`src/rtl/lcd_bus_if.sv`:
```
// LCD 8-bit parallel write bus (wr/dcx/D) plus the decoded pixel/status outputs.
// The master drives the byte bus; the slave returns pixels and status.
interface lcd_bus_if #(
    parameter int COORD_W = 9
);
    logic               wr;
    logic               dcx;
    logic [7:0]         D;
    logic               pix_valid;
    logic [COORD_W-1:0] pix_x;
    logic [COORD_W-1:0] pix_y;
    logic [15:0]        pix_rgb;
    logic               cmd_strobe;
    logic [7:0]         last_cmd;
    logic               disp_on;
    logic               awake;
    logic               proto_err;

    modport master (
        output wr, dcx, D,
        input  pix_valid, pix_x, pix_y, pix_rgb, cmd_strobe, last_cmd,
               disp_on, awake, proto_err
    );

    modport slave (
        input  wr, dcx, D,
        output pix_valid, pix_x, pix_y, pix_rgb, cmd_strobe, last_cmd,
               disp_on, awake, proto_err
    );
endinterface

```
`src/rtl/lcd_bus_decoder.sv`:
```
// Receiving end of the LCD write bus: decodes commands, CASET/PASET windows
// and RGB565 RAMWR pixels into a registered pixel stream with (x,y).
module lcd_bus_decoder #(
    parameter int COORD_W  = 9,
    parameter int MAX_COL  = 239,
    parameter int MAX_PAGE = 319
) (
    input  logic        clk,
    input  logic        nrst,
    lcd_bus_if.slave    bus
);
    typedef enum logic [2:0] {IDLE, CASET, PASET, RAMWR, SKIP} state_t;

    localparam logic [COORD_W-1:0] EC_RST = COORD_W'(MAX_COL);
    localparam logic [COORD_W-1:0] EP_RST = COORD_W'(MAX_PAGE);

    state_t             state_q, state_d;
    logic               wr_q;
    logic [2:0]         pidx_q, pidx_d;
    logic [7:0]         hi_q, hi_d;
    logic               half_q, half_d;
    logic [COORD_W-1:0] sc_q, sc_d, ec_q, ec_d, sp_q, sp_d, ep_q, ep_d;
    logic [COORD_W-1:0] cx_q, cx_d, cy_q, cy_d;
    logic               pix_valid_q, pix_valid_d;
    logic [COORD_W-1:0] pix_x_q, pix_x_d, pix_y_q, pix_y_d;
    logic [15:0]        pix_rgb_q, pix_rgb_d;
    logic               cmd_strobe_q, cmd_strobe_d;
    logic [7:0]         last_cmd_q, last_cmd_d;
    logic               disp_on_q, disp_on_d;
    logic               awake_q, awake_d;
    logic               err_q, err_d;

    logic               stb;
    logic [15:0]        par16;
    logic [COORD_W-1:0] par;

    assign stb   = bus.wr & ~wr_q;
    assign par16 = {hi_q, bus.D};
    assign par   = par16[COORD_W-1:0];

    always_comb begin
        state_d      = state_q;
        pidx_d       = pidx_q;
        hi_d         = hi_q;
        half_d       = half_q;
        sc_d         = sc_q;
        ec_d         = ec_q;
        sp_d         = sp_q;
        ep_d         = ep_q;
        cx_d         = cx_q;
        cy_d         = cy_q;
        pix_valid_d  = 1'b0;
        pix_x_d      = pix_x_q;
        pix_y_d      = pix_y_q;
        pix_rgb_d    = pix_rgb_q;
        cmd_strobe_d = 1'b0;
        last_cmd_d   = last_cmd_q;
        disp_on_d    = disp_on_q;
        awake_d      = awake_q;
        err_d        = err_q;

        if (stb && !bus.dcx) begin
            cmd_strobe_d = 1'b1;
            last_cmd_d   = bus.D;
            pidx_d       = '0;
            half_d       = 1'b0;
            // A command while half a pixel is buffered drops that byte.
            if (state_q == RAMWR && half_q) err_d = 1'b1;
            case (bus.D)
                8'h2A: state_d = CASET;
                8'h2B: state_d = PASET;
                8'h2C: begin
                    state_d = RAMWR;
                    cx_d    = sc_q;
                    cy_d    = sp_q;
                end
                8'h01: begin
                    state_d   = IDLE;
                    sc_d      = '0;
                    ec_d      = EC_RST;
                    sp_d      = '0;
                    ep_d      = EP_RST;
                    cx_d      = '0;
                    cy_d      = '0;
                    disp_on_d = 1'b0;
                    awake_d   = 1'b0;
                end
                8'h11: begin state_d = IDLE; awake_d   = 1'b1; end
                8'h10: begin state_d = IDLE; awake_d   = 1'b0; end
                8'h29: begin state_d = IDLE; disp_on_d = 1'b1; end
                8'h28: begin state_d = IDLE; disp_on_d = 1'b0; end
                default: state_d = SKIP;
            endcase
        end else if (stb) begin
            case (state_q)
                IDLE: err_d = 1'b1;
                CASET, PASET: begin
                    // Index saturates at 4: extra parameters are ignored.
                    if (!pidx_q[2]) begin
                        pidx_d = pidx_q + 3'd1;
                        case (pidx_q[1:0])
                            2'd1: if (state_q == CASET) sc_d = par; else sp_d = par;
                            2'd3: if (state_q == CASET) ec_d = par; else ep_d = par;
                            default: hi_d = bus.D;
                        endcase
                    end
                end
                RAMWR: begin
                    if (!half_q) begin
                        hi_d   = bus.D;
                        half_d = 1'b1;
                    end else begin
                        half_d      = 1'b0;
                        pix_valid_d = 1'b1;
                        pix_rgb_d   = {hi_q, bus.D};
                        pix_x_d     = cx_q;
                        pix_y_d     = cy_q;
                        if (cx_q >= ec_q) begin
                            cx_d = sc_q;
                            cy_d = (cy_q >= ep_q) ? sp_q : cy_q + 1'b1;
                        end else begin
                            cx_d = cx_q + 1'b1;
                        end
                    end
                end
                default: ;
            endcase
        end
    end

    always_ff @(posedge clk or negedge nrst) begin
        if (!nrst) begin
            state_q      <= IDLE;
            wr_q         <= 1'b1;
            pidx_q       <= '0;
            hi_q         <= '0;
            half_q       <= 1'b0;
            sc_q         <= '0;
            ec_q         <= EC_RST;
            sp_q         <= '0;
            ep_q         <= EP_RST;
            cx_q         <= '0;
            cy_q         <= '0;
            pix_valid_q  <= 1'b0;
            pix_x_q      <= '0;
            pix_y_q      <= '0;
            pix_rgb_q    <= '0;
            cmd_strobe_q <= 1'b0;
            last_cmd_q   <= '0;
            disp_on_q    <= 1'b0;
            awake_q      <= 1'b0;
            err_q        <= 1'b0;
        end else begin
            state_q      <= state_d;
            wr_q         <= bus.wr;
            pidx_q       <= pidx_d;
            hi_q         <= hi_d;
            half_q       <= half_d;
            sc_q         <= sc_d;
            ec_q         <= ec_d;
            sp_q         <= sp_d;
            ep_q         <= ep_d;
            cx_q         <= cx_d;
            cy_q         <= cy_d;
            pix_valid_q  <= pix_valid_d;
            pix_x_q      <= pix_x_d;
            pix_y_q      <= pix_y_d;
            pix_rgb_q    <= pix_rgb_d;
            cmd_strobe_q <= cmd_strobe_d;
            last_cmd_q   <= last_cmd_d;
            disp_on_q    <= disp_on_d;
            awake_q      <= awake_d;
            err_q        <= err_d;
        end
    end

    assign bus.pix_valid  = pix_valid_q;
    assign bus.pix_x      = pix_x_q;
    assign bus.pix_y      = pix_y_q;
    assign bus.pix_rgb    = pix_rgb_q;
    assign bus.cmd_strobe = cmd_strobe_q;
    assign bus.last_cmd   = last_cmd_q;
    assign bus.disp_on    = disp_on_q;
    assign bus.awake      = awake_q;
    assign bus.proto_err  = err_q;
endmodule

```
`src/flat_wrapper.sv`:
```
// flat-port wrapper written by rule: the top's interface ports become plain ports
module lcd_bus_decoder_flat 
#(
    parameter int COORD_W  = 9,
    parameter int MAX_COL  = 239,
    parameter int MAX_PAGE = 319
)
  (clk, nrst, bus_wr, bus_dcx, bus_D, bus_pix_valid, bus_pix_x, bus_pix_y, bus_pix_rgb, bus_cmd_strobe, bus_last_cmd, bus_disp_on, bus_awake, bus_proto_err);
  lcd_bus_if #(.COORD_W(COORD_W)) bus_i ();
  input  logic clk;
  input  logic nrst;
  input wire logic [$bits(bus_i.wr)-1:0] bus_wr;
  input wire logic [$bits(bus_i.dcx)-1:0] bus_dcx;
  input wire logic [$bits(bus_i.D)-1:0] bus_D;
  output wire logic [$bits(bus_i.pix_valid)-1:0] bus_pix_valid;
  output wire logic [$bits(bus_i.pix_x)-1:0] bus_pix_x;
  output wire logic [$bits(bus_i.pix_y)-1:0] bus_pix_y;
  output wire logic [$bits(bus_i.pix_rgb)-1:0] bus_pix_rgb;
  output wire logic [$bits(bus_i.cmd_strobe)-1:0] bus_cmd_strobe;
  output wire logic [$bits(bus_i.last_cmd)-1:0] bus_last_cmd;
  output wire logic [$bits(bus_i.disp_on)-1:0] bus_disp_on;
  output wire logic [$bits(bus_i.awake)-1:0] bus_awake;
  output wire logic [$bits(bus_i.proto_err)-1:0] bus_proto_err;
  assign bus_i.wr = bus_wr;
  assign bus_i.dcx = bus_dcx;
  assign bus_i.D = bus_D;
  assign bus_pix_valid = bus_i.pix_valid;
  assign bus_pix_x = bus_i.pix_x;
  assign bus_pix_y = bus_i.pix_y;
  assign bus_pix_rgb = bus_i.pix_rgb;
  assign bus_cmd_strobe = bus_i.cmd_strobe;
  assign bus_last_cmd = bus_i.last_cmd;
  assign bus_disp_on = bus_i.disp_on;
  assign bus_awake = bus_i.awake;
  assign bus_proto_err = bus_i.proto_err;
  lcd_bus_decoder #(.COORD_W(COORD_W), .MAX_COL(MAX_COL), .MAX_PAGE(MAX_PAGE)) u_core (.clk(clk), .nrst(nrst), .bus(bus_i));
endmodule
```
`config.mk`:
```
export PLATFORM = sky130hd
export DESIGN_NAME = lcd_bus_decoder_flat
export DESIGN_NICKNAME = d
export VERILOG_FILES = /design/src/rtl/lcd_bus_if.sv /design/src/rtl/lcd_bus_decoder.sv /design/src/flat_wrapper.sv
export SDC_FILE = /design/constraint.sdc
export NUM_CORES = 1
export LEC_CHECK = 0
export BUFFER_PORTS_ARGS = -buffer_cell sky130_fd_sc_hd__buf_2
export CORE_MARGIN = 5
export CORE_UTILIZATION = 55
export CTS_CLUSTER_DIAMETER = 200
export DETAILED_ROUTE_END_ITERATION = 16
export GPL_TIMING_DRIVEN = 0
export PLACE_DENSITY = 0.73
export SLEW_MARGIN = 15
export SYNTH_ARGS = -nofsm -noshare
export SYNTH_HDL_FRONTEND = slang
export SYNTH_SLANG_ARGS = --single-unit
```
`constraint.sdc`:
```
create_clock -name clk -period 2.4 [get_ports clk]
set_input_delay 0 -clock clk [delete_from_list [all_inputs] [get_ports clk]]
set_output_delay 0 -clock clk [all_outputs]
set_load 0.02 [all_outputs]
```
# Yosys cells after proc, flatten, opt, wreduce, memory -nomap -nowiden
# Cells that the tools add are included.
[totals] regBits=117 input_bits=12 out_inout_bits=47 word_cells=147
[classes] addsub=3 n_lt_le_gt_ge=2 eq_ne=21 n_mux=62 n_bitwise=3 reduce_logical=35
[op_table] cell="2-to-1 mux 9 bit" count=36
[op_table] cell="== test 8 x 6 -> 1 bit, second input constant" count=5
[op_table] cell="one-hot mux 9 bit (2 select lines)" count=2
[op_table] cell="AND reduction 6 bit" count=5
[op_table] cell="2-to-1 mux 8 bit" count=3
[op_table] cell="nonzero test 2 bit" count=12
[op_table] cell="adder 9 x 1 -> 9 bit, second input constant" count=2
[op_table] cell=">= comparator 9 bit" count=2
[op_table] cell="== test 8 x 5 -> 1 bit, second input constant" count=2
[op_table] cell="one-hot mux 8 bit (2 select lines)" count=1
[op_table] cell="2-to-1 mux 1 bit" count=13
[op_table] cell="2-to-1 mux 3 bit" count=4
[op_table] cell="inequality test 2 bit, second input constant" count=6
[op_table] cell="one-hot mux 3 bit (4 select lines)" count=1
[op_table] cell="== test 8 x 1 -> 1 bit, second input constant" count=1
[op_table] cell="AND reduction 2 bit" count=4
[op_table] cell="AND reduction 4 bit" count=2
[op_table] cell="OR reduction 2 bit" count=4
[op_table] cell="== test 3 x 2 -> 1 bit, second input constant" count=2
[op_table] cell="AND reduction 3 bit" count=2
[op_table] cell="AND reduction 5 bit" count=1
[op_table] cell="OR reduction 5 bit" count=1
[op_table] cell="one-hot mux 1 bit (2 select lines)" count=2
[op_table] cell="adder 3 x 1 -> 3 bit, second input constant" count=1
[op_table] cell="other kinds (10)" count=12

# Logic depth before layout (Yosys ltp)
[logic_depth] depth_word=7 mapped_depth=9 mapped_depth_nobuf=8

# Least setup slack after synthesis
# No wires, ideal clock.
[synth_path] path_kind="flip-flop to flip-flop" from="reg u_core.cx_q[0]" to="reg u_core.cx_q[7]" setup_ns=0.137 t_arrival_ns=2.109 required_ns=2.263 setup_slack_ns=0.154 path_stages_with_launch=9 n_path_buf=0 period_less_slack_ns=2.246 cell_sequence="dfrtp_1 -> inv_1 -> ha_1 -> nand2b_1 -> a41o_1 -> a211oi_2 -> mux2_2 -> a22oi_1 -> a21oi_1"
[synth_between] elab_chain_cells=6 elab_cells_between_ends=7 cone_classes="add/sub: 1; order compare: 1; mux: 5"
[synth_lines] item="start: declaration" line="lcd_bus_decoder.sv:23" text="logic [COORD_W-1:0] cx_q, cx_d, cy_q, cy_d;"
[synth_lines] item="start signal: assignment" line="lcd_bus_decoder.sv:142" text="cx_q <= '0;"
[synth_lines] item="start signal: assignment" line="lcd_bus_decoder.sv:163" text="cx_q <= cx_d;"
[synth_lines] item="adder 9 x 1 -> 9 bit / >= comparator 9 bit (equally long branches)" line="lcd_bus_decoder.sv:122, lcd_bus_decoder.sv:118"
[synth_lines] item="2-to-1 mux 9 bit (*)" line="lcd_bus_decoder.sv:118" text="if (cx_q >= ec_q) begin"
[synth_lines] item="2-to-1 mux 9 bit (*)" line="lcd_bus_decoder.sv:109" text="if (!half_q) begin"
[synth_lines] item="2-to-1 mux 9 bit (*)" line="lcd_bus_decoder.sv:95" text="case (state_q)"
[synth_lines] item="2-to-1 mux 9 bit (*)" line="lcd_bus_decoder.sv:94" text="end else if (stb) begin"
[synth_lines] item="2-to-1 mux 9 bit (*)" line="lcd_bus_decoder.sv:62" text="if (stb && !bus.dcx) begin"
# Every way passes the cells marked *; elsewhere a longest branch is shown, timed or not. The select of a mux whose other input is x is not followed.
# A chain may end at the register's enable or synchronous reset.

# Final worst setup path
[layout_path] from="reg u_core.ec_q[6]" to="reg u_core.cy_q[5]"
[layout_between] elab_chain_cells=3
[layout_lines] item="start: declaration" line="lcd_bus_decoder.sv:22" text="logic [COORD_W-1:0] sc_q, sc_d, ec_q, ec_d, sp_q, sp_d, ep_q, ep_d;"
[layout_lines] item="start signal: assignment" line="lcd_bus_decoder.sv:139" text="ec_q <= EC_RST;"
[layout_lines] item="start signal: assignment" line="lcd_bus_decoder.sv:160" text="ec_q <= ec_d;"
[layout_lines] item=">= comparator 9 bit" line="lcd_bus_decoder.sv:118"
[layout_lines] item="nonzero test 2 bit (no source line)"
[layout_lines] item="AND reduction 5 bit (no source line)"
[layout_lines] item="end signal: assignment" line="lcd_bus_decoder.sv:164" text="cy_q <= cy_d;"
[layout_lines] item="end: declaration" line="lcd_bus_decoder.sv:23"
# Every way passes these cells.

==> key figures <==
GRT
  – Largest net degree at the start of global routing: 84
  – Grt ovf: 0
  – Number of global-route vias before repair: slightly below 5,000
  – Tot GR Track Use: 24.7%
  – Initial antenna violation count: 0
  – First-pass GRT wire length: approximately 25 mm

CTS
  – Root Driver: clkbuf_8
  – Num CTS Buffers: 17
  – CTS clk-pin slew, worst paths: roughly 0.060 ns
  – CTS tree: built
  – Clk sinks: 117
  – Insertion delay to the later sink of the worst-skew pair: 0.53 ns
  – Depth of the CTS H-tree: 4
  – Clock buffer depth: 2

Yosys
  – Main flop type after synthesis: dfrtp_1
  – Yosys reg bits: roughly 120
  – Synth cell count leaders: 102 x dfrtp_1, 83 x nand2_1, 71 x mux2_2
  – Sequential area share after synthesis: 49.9%
  – Net count of the mapped netlist: slightly below 600
  – Top-area cell type share of the netlist area: between 40 and 50%
  – Ys Warns: 0
  – Cells after synthesis: 557
  – Cell area after synthesis: between 5000 and 6000 um2
  – Most common cell in the synthesized netlist: dfrtp_1
  – Dominant cell type by area after synthesis: dfrtp_1
  – Yosys cell types: 50
  – Post-Syn Area per Cell: around 11 um2
  – Number of enable flip-flop cells after synthesis: 0
  – Dominant cells by area after synthesis: dfrtp_1 43%, mux2_2 14%, dfstp_2 6.7%
  – Async set-or-reset flop fraction in the synthesized netlist: 100%

Timing
  – Max Fclk: approximately 430 MHz
  – Max Slew Vio Count: 0
  – Fin Setup TNS: 0 ns
  – Worst Skew: roughly 0.0099 ns
  – Slew Limit Headroom: between 50% and 60%
  – Hold Vio Cnt, Final: 0
  – Final worst path period share: 96.3%
  – Final min period: 2.31 ns
  – Final setup fails: 0
  – WHS: between 0.06 and 0.07 ns
  – Worst Tran Pin Value: between 0.6 and 0.7 ns

Critical path
  – Cells along the critical path: inv_1 -> ha_1 -> nand4_1 -> nor2_1 -> a211oi_4 -> buf_4 -> buf_4 -> a21boi_4 -> buf_4 -> nor2_1 -> a31oi_1
  – Critical Path Source Type: flop
  – Arrival @ worst endpoint: between 2 and 3 ns
  – WP buf/inv: 4
  – CP endpoint kind: flop
  – Critical Path RT: roughly 2.8 ns
  – Most frequent CP cell: buf_4
  – Crit Path Category: reg2reg
  – Crit path max fanout: 6
  – CP max stage delay: approximately 0.51 ns
  – CP top delay family: compound AO/OA/AOI/OAI gates
  – CP max-delay cell: dfstp_2

Placement
  – Hpwl dp: 10.0 mm
  – Gp weighted congestion: between 0.9 and 1
  – Post-Place Cell Area: 6390 um2
  – PortBufs: 55

Die
  – Initial Utilization: between 50% and 60%
  – Row cnt: 37
  – Die width: 114 um
  – IO Count: between 50 and 60
  – Core ar.: between 10,000 and 15,000 um2
  – DIE HEIGHT: roughly 110 um
  – Die area: 12,900 um2

Final layout
  – # fillers: roughly 770
  – Fraction of layout cells with a size suffix above 1: 32.1%
  – Synth-to-layout area growth: 22.6%
  – Layout net count: ~690
  – Fin area: between 7000 and 8000 um2
  – Antenna cells: 0

Route
  – Pre-antenna DRT Iters: 6
  – Residual DRC: 0
  – DR iter-0 viols: 360
  – Total Wirelength: ~15 mm
  – DR WL/cell: 18.5 um
  – Number of nets still failing antenna checks after routing: 0
  – DR vias: ~4,600
  – Via/cell ratio: 5.75

Power and ir drop
  – Leakage: between 3 and 4 nW
  – Power density over cell area: just over 1000 nW/um2
  – Peak supply drop: 0.593 mV

Hold path
  – Worst hold path type: in2async

Job
  – Max-cap violations: 0

Outcome
  – Status: completed
state kept, by name (all words and copies together), names as in the netlist, 8 cells and up:
signal               cells
u_core.bus.pix_rgb      16
u_core.bus.pix_x         9
u_core.bus.pix_y         9
u_core.cx_q              9
u_core.cy_q              9
u_core.ec_q              9
u_core.ep_q              9
u_core.sc_q              9
u_core.sp_q              9
u_core.bus.last_cmd      8
u_core.hi_q              8
what timing repair did:
action | CTS | global route
pin swaps | 1 | 5
endpoints found under the hold margin | 143 | 0
hold buffers | 13 | 0
resized for setup | 4 | 10
setup endpoints to repair | 47 | 27
buffers inserted | 3 | 5
layout by cell type (no fill, tap or decap), types with 8 or more instances in the layout:
cell | Yosys | layout
a21oi_1 | 21 | 20
a31oi_1 | 10 | 10
and2_1 | 9 | 9
buf_2 | 10 | 64
clkbuf_1 | 13 | 13
clkbuf_16 | 0 | 16
dfrtp_1 | 102 | 101
dfstp_2 | 15 | 15
dlygate4sd3_1 | 0 | 12
ha_1 | 22 | 22
inv_1 | 26 | 26
mux2_2 | 71 | 71
nand2_1 | 83 | 83
nand2b_1 | 12 | 12
nand3_1 | 14 | 14
nor2_1 | 36 | 34
o21ai_0 | 32 | 31
xnor2_1 | 8 | 8
stage by stage:
| stage | utilization [%] | worst slack, ns | power (mW) | cells |
|---|---|---|---|---|
| final | 69.5 | 0.0891 | 7.34 | 800 |
| after global routing | 69.5 | -0.00934 | 7.76 | 800 |
| after CTS | 68.8 | 0.0220 | 7.26 | 797 |
| after detailed placement | 61.3 | -0.296 | 4.51 | 749 |
| after global placement | 61.0 | -0.208 | 4.39 | 748 |
| after floorplan | - | 0.154 | 3.99 | 557 |
path summary, 6_finish.rpt:
kind                       cells past startpoint  slack (ns)                   end                  from
max                                           11        0.09        u_core.cy_q[5]        u_core.ec_q[6]
min                                            2        0.06        u_core.ec_q[3]                  nrst
min in group clk                               2        0.14           u_core.wr_q                bus_wr
max in group asynchronous                      3        1.89        u_core.ep_q[5]                  nrst
max reg2reg                                   11        0.09        u_core.cy_q[5]        u_core.ec_q[6]
min reg2reg                                    2        0.48  u_core.bus.proto_err  u_core.bus.proto_err
layer usage:
metal / up-vias / GRT usage (%) / routed length, um
met3: 26 / 5.62 / 854
met2: 154 / 40.6 / 7190
li1: 2124 / - / -
met1: 2294 / 31.8 / 6430
met4: 0 / 9.46 / 359
met5: - / 0 / 0
layout make-up:
cell class              instances  area (um2)  area share [%]
clock inverters                10         153            2.11
well taps                     136         170            2.35
plain buffers                  24         113            1.55
repair buffers                 77         522            7.20
flip-flops and latches        117        2950            40.7
inverters                      26        97.6            1.35
clock buffers                  22         453            6.25
multi-input cells             388        2790            38.5
kinds of logic after synthesis:
| logic type | synth area share, % |
|---|---|
| and+or+nand+nor | 15.1 |
| DFF | 49.9 |
| AOI/OAI and AO/OA | 11.0 |
| muxes | 13.5 |
| buffers and inverters | 3.64 |
| adders and majority gates | 4.66 |
| xor gates and xnor gates | 2.22 |
where the power goes:
part	leakage (nW)	internal, mW	switching (mW)
Sequential	1.48	2.33	0.378
Clock	0.299	1.73	0.868
Combinational	1.68	0.966	1.07
Note: power is estimated with default switching activity, not from simulation.
